### config.mk
export PLATFORM = sky130hd
export DESIGN_NAME = regfile_wb_arbiter
export DESIGN_NICKNAME = d
export VERILOG_FILES = /design/src/rtl/regfile_wb_arbiter.sv
export SDC_FILE = /design/constraint.sdc
export NUM_CORES = 1
export LEC_CHECK = 0
export BUFFER_PORTS_ARGS = -buffer_cell sky130_fd_sc_hd__buf_2
export CORE_ASPECT_RATIO = 1.4
export CORE_UTILIZATION = 42
export DETAILED_ROUTE_END_ITERATION = 8
export PLACE_DENSITY = 0.81
export SYNTH_ARGS = -nofsm -noshare
export SYNTH_HDL_FRONTEND = slang
export SYNTH_SLANG_ARGS = --single-unit
### constraint.sdc
create_clock -name clk -period 3.1 [get_ports clk]
set_input_delay 0.155 -clock clk [delete_from_list [all_inputs] [get_ports clk]]
set_output_delay 0.155 -clock clk [all_outputs]
set_load 0.01 [all_outputs]
### src/rtl/regfile_wb_arbiter.sv
// Round-robin arbiter sharing one register-file write port among NR_REQ writeback sources,
// with a one-entry registered write stage and read-port forwarding hits.
module regfile_wb_arbiter #(
    parameter int WIDTH      = 32,
    parameter int ADDR_WIDTH = 5,
    parameter int NR_REQ     = 3
) (
    input  logic                         clk,
    input  logic                         rst,
    input  logic                         hold,
    input  logic [NR_REQ-1:0]            req_valid,
    input  logic [NR_REQ*ADDR_WIDTH-1:0] req_addr,
    input  logic [NR_REQ*WIDTH-1:0]      req_data,
    output logic [NR_REQ-1:0]            req_ready,
    output logic                         we,
    output logic [ADDR_WIDTH-1:0]        addrw,
    output logic [WIDTH-1:0]             dinw,
    input  logic [ADDR_WIDTH-1:0]        addra,
    input  logic [ADDR_WIDTH-1:0]        addrb,
    output logic                         fwd_a,
    output logic                         fwd_b
);

    localparam int PTR_W = (NR_REQ > 1) ? $clog2(NR_REQ) : 1;

    logic [PTR_W-1:0]      r_ptr;
    logic                  r_we;
    logic [ADDR_WIDTH-1:0] r_addrw;
    logic [WIDTH-1:0]      r_dinw;

    logic [PTR_W:0]        w_cand;
    logic [NR_REQ-1:0]     w_shift;
    logic                  w_found;
    logic [PTR_W-1:0]      w_gidx;
    logic [NR_REQ-1:0]     w_grant;
    logic                  w_xfer;
    logic [ADDR_WIDTH-1:0] w_sel_addr;
    logic [WIDTH-1:0]      w_sel_data;
    logic [PTR_W-1:0]      w_ptr_next;

    // Search from r_ptr upward, wrapping modulo NR_REQ; first valid requester wins.
    // NOTE: every signal driven here gets a default first so no latch is inferred.
    always_comb begin
        w_cand  = '0;
        w_shift = '0;
        w_found = 1'b0;
        w_gidx  = '0;
        for (int off = 0; off < NR_REQ; off++) begin
            w_cand = {1'b0, r_ptr} + (PTR_W+1)'(off);
            if (w_cand >= (PTR_W+1)'(NR_REQ))
                w_cand = w_cand - (PTR_W+1)'(NR_REQ);
            w_shift = req_valid >> w_cand;
            if (!w_found && w_shift[0]) begin
                w_found = 1'b1;
                w_gidx  = w_cand[PTR_W-1:0];
            end
        end
    end

    // Grants are suppressed while frozen or held in reset.
    assign w_grant   = (w_found && rst && !hold) ? (NR_REQ'(1) << w_gidx) : '0;
    assign req_ready = w_grant;
    assign w_xfer    = |w_grant;

    always_comb begin
        w_sel_addr = '0;
        w_sel_data = '0;
        for (int i = 0; i < NR_REQ; i++) begin
            if (w_grant[i]) begin
                w_sel_addr = req_addr[i*ADDR_WIDTH +: ADDR_WIDTH];
                w_sel_data = req_data[i*WIDTH +: WIDTH];
            end
        end
    end

    assign w_ptr_next = (w_gidx == PTR_W'(NR_REQ-1)) ? '0 : w_gidx + 1'b1;

    // NOTE: sequential state uses non-blocking assignments so all registers update together.
    always_ff @(posedge clk or negedge rst) begin
        if (!rst) begin
            r_ptr   <= '0;
            r_we    <= 1'b0;
            r_addrw <= '0;
            r_dinw  <= '0;
        end else if (w_xfer) begin
            r_ptr   <= w_ptr_next;
            r_we    <= (w_sel_addr != '0);
            r_addrw <= w_sel_addr;
            r_dinw  <= w_sel_data;
        end else begin
            r_we    <= 1'b0;
        end
    end

    assign we    = r_we;
    assign addrw = r_addrw;
    assign dinw  = r_dinw;

    // Staged write is not yet in the register file; readers of the same reg must bypass.
    assign fwd_a = r_we && (r_addrw == addra) && (addra != '0);
    assign fwd_b = r_we && (r_addrw == addrb) && (addrb != '0);

endmodule
==> reports/metrics.yaml <==
run_status:
  outcome: "finished, final reports clean"
yosys:
  synth.area.top_cells: "dfrtp_1 (40%), a222oi_1 (13%), mux2i_1 (13%), inv_1 (5.3%), ha_1 (3.0%)"
  ys_warn_count: 0
  seq_area_frac_synth_pct: 39.6
  synthesis.nets: 370
  ys_types: 42
  synth-edff-count: 0
  synth-seq-cells: 40
  yosys.area.top_type: "dfrtp_1"
  avgSynthCellArea_sq_um: 10.7
  synth_ff_type: "dfrtp_1"
  synth_area_sq_um: 2530
  synthArstFlopShare_pct: 100
  synth_cells: 237
  synth_top_area_share_pct: 39.6
sta:
  worst_pin_slew_ns: 0.505
  setup_viol: 0
  hold_ws_ns: 0.123
  fmax_ghz: 0.336
  finalCritPeriodShare_pct: 96.1
  fin_crit_ns: 2.98
  relSlewSlack_pct: 66.1
  skew_ns: 0.00328
  hold_violations: 0
  final-max-slew-violation-count: 0
global_routing:
  antenna_found_initial: 0
  grt_pass1_vias: 2384
  grt_max_degree: 41
  grtUsageTotal_pct: 23.2
  grt_pass1_wl_mm: 11.1
  grt_overflow_total: 0
worst_setup_path:
  crit_fanout: 22
  path_delay_family: "compound AO/OA/AOI/OAI gates"
  cp_slowest_cell: "dfrtp_1"
  critPathArrivalTime_ns: 2.82
  crit_buf_inv: 3
  slowest_delay_ns: 0.43
  start_kind: "flop"
  required_ns: 2.94
  crit_type: "reg -> out"
  worstPathCellList: "inv_1 > ha_1 > ha_2 > or3b_1 > a21oi_1 > a221oi_2 > a211oi_4 > buf_8 > buf_2"
  worstSetupEndpointType: "output port"
cells_and_area:
  fin_cells: 476
  regArea_sq_um: 1000
  multi_input_area_sq_um: 1330
  syn2layout_area_growth_pct: 42.1
  fillCellCount: 518
  drive_gt1_share_pct: 49.5
  diodes: 0
  num-nets-final: 538
drt:
  num_vias: 2700
  wirelength_mm: 7.84
  drc: 0
  post_drt_wl_per_cell_microns: 16.5
  ant_nets: 0
  drtPass1Iterations: 7
  drt-initial-drc-count: 202
  viasPerCell: 5.67
die:
  io-pin-count: 170
  die_h_microns: 93.8
  rows: 33
  core_sq_um: 5820
  die_w_microns: 67.6
  initial_core_util_pct: 43.5
  die-area_sq_um: 6340
place:
  io_buffers: 169
  dp_cells: 467
  hpwlAfterDp_mm: 5.99
  gp_congestion: 0.996
cts:
  cts_buffers: 5
  cts.path.max_buffers: 2
  cts.reportedPaths.clkPinSlew_ns: 0.08
  postCtsSetupBuffers: 0
  cts_sinks: 40
  cts_max_level: 2
  clkLatencyLatePin_ns: 0.29
  tritoncts: "done"
  clockRootBuffer: "clkbuf_8"
flow_run:
  cap_viol_max_count: 0
power:
  vdd_drop_max_uv: 604
  p_per_area_nw_per_um2: 908
  leakage_nw: 1.99
worst_hold_path:
  hold_class: "in -> reg"
cell usage in the layout, fill, tap and decap left out, types with 3 or more instances in the layout:
cell	instances
a21bo_1	3
a21o_1	3
a21oi_1	6
a222oi_1	34
a22o_1	3
buf_2	169
buf_4	4
clkbuf_8	5
dfrtp_1	40
ha_1	5
inv_1	36
mux2i_1	34
nor2_1	3
nor2b_1	3
nor4_1	4
xor2_1	6
power by group:
part | internal [mW] | switching [mW] | leakage [nW]
Combinational | 0.893 | 1.06 | 1.41
Sequential | 0.782 | 0.185 | 0.530
Clock | 0.157 | 0.191 | 0.0479
Total | 1.83 | 1.43 | 1.99
state kept, by name (all words and copies together) (netlist names):
name / cells
addrw: 5
we: 1
r_ptr: 2
dinw: 32
logic make-up after synthesis:
kind of cell	Yosys count	synth area share, %
fa+ha+maj	6	2.97
buf+inv	54	9.40
flops	40	39.6
compound gates	65	24.5
xor+xnor	8	2.77
mux	35	14.0
simple gates	29	6.78
worst register-to-register path, delay by kind of cell (launching register included):
kind,cells,cell delay [ns]
flip-flops,1,0.43
AO/OA/AOI/OAI,5,1.45
adder cells (fa/ha/maj),2,0.59
buffers and inverters,2,0.28
layout make-up:
cell class,instances,area share [%]
tap,70,2.44
clock buffer,5,1.91
timing repair buffer,178,26.5
inverter,37,3.86
clock inverter,3,0.522
multi-input combinational,143,36.9
sequential,40,27.8
worst paths after layout:
kind                                            from                   end  slack [ns]  depth (start not counted)
worst max register to register  r_ptr[0]$_DFFE_PN0P_  addrw[2]$_DFFE_PN0P_        0.24                          9
max in group asynchronous                        rst   dinw[8]$_DFFE_PN0P_        2.21                          3
worst min-delay path                     req_addr[0]          we$_DFF_PN0_        0.12                          3
worst min register to register  dinw[16]$_DFFE_PN0P_  dinw[16]$_DFFE_PN0P_        0.52                          2
min in group asynchronous                        rst  dinw[11]$_DFFE_PN0P_        0.54                          3
worst max-delay path            r_ptr[0]$_DFFE_PN0P_          req_ready[2]        0.12                          9
stage by stage:
| step | power (mW) | util (%) | TNS [ns] | setup WS [ns] | cell area (sq um) |
|---|---|---|---|---|---|
| final | 3.26 | 61.7 | 0 | 0.122 | 3590 |
| after global routing | 3.50 | 61.7 | -0.0147 | -0.0147 | 3590 |
| after CTS | 3.23 | 61.1 | 0 | 0.0477 | 3560 |
| after detailed placement | 2.88 | 59.4 | 0 | 0.173 | 3460 |
| after global placement | 2.81 | 59.4 | 0 | 0.311 | 3460 |
| after floorplan | 2.25 | - | 0 | 0.533 | 2530 |
metal layers:
| metal | share of wire, % | wire length (microns) | track usage (%) | vias to the layer above |
|---|---|---|---|---|
| li1 | - | - | - | 1251 |
| met1 | 37 | 2890 | 26.7 | 1282 |
| met2 | 54 | 4230 | 42.0 | 152 |
| met3 | 7.4 | 580 | 4.00 | 15 |
| met4 | 1.7 | 134 | 6.74 | 0 |
| met5 | 0 | 0 | 0 | - |
cells in the mapped netlist, types with 2 or more instances:
cell type / number
a21bo_1: 3
a21o_1: 3
a21oi_1: 6
a221o_1: 2
a221oi_2: 2
a222oi_1: 34
a22o_1: 3
and2_1: 2
and3_1: 2
buf_2: 10
buf_4: 2
buf_6: 2
clkbuf_1: 3
dfrtp_1: 40
ha_1: 6
inv_1: 36
mux2i_1: 34
nand2_1: 2
nand2b_1: 2
nand4_1: 2
nor2_1: 4
nor2b_1: 3
nor3_1: 2
nor4_1: 4
o32ai_1: 4
or2_2: 2
xnor2_1: 2
xor2_1: 6
timing repair:
action,4_1_cts,5_1_grt
hold buffers,1,0
endpoints found under the setup margin,1,29
pin swaps,0,1
resized for setup,1,7
endpoints found under the hold margin,40,0
Power figures use the tool's default switching activity.
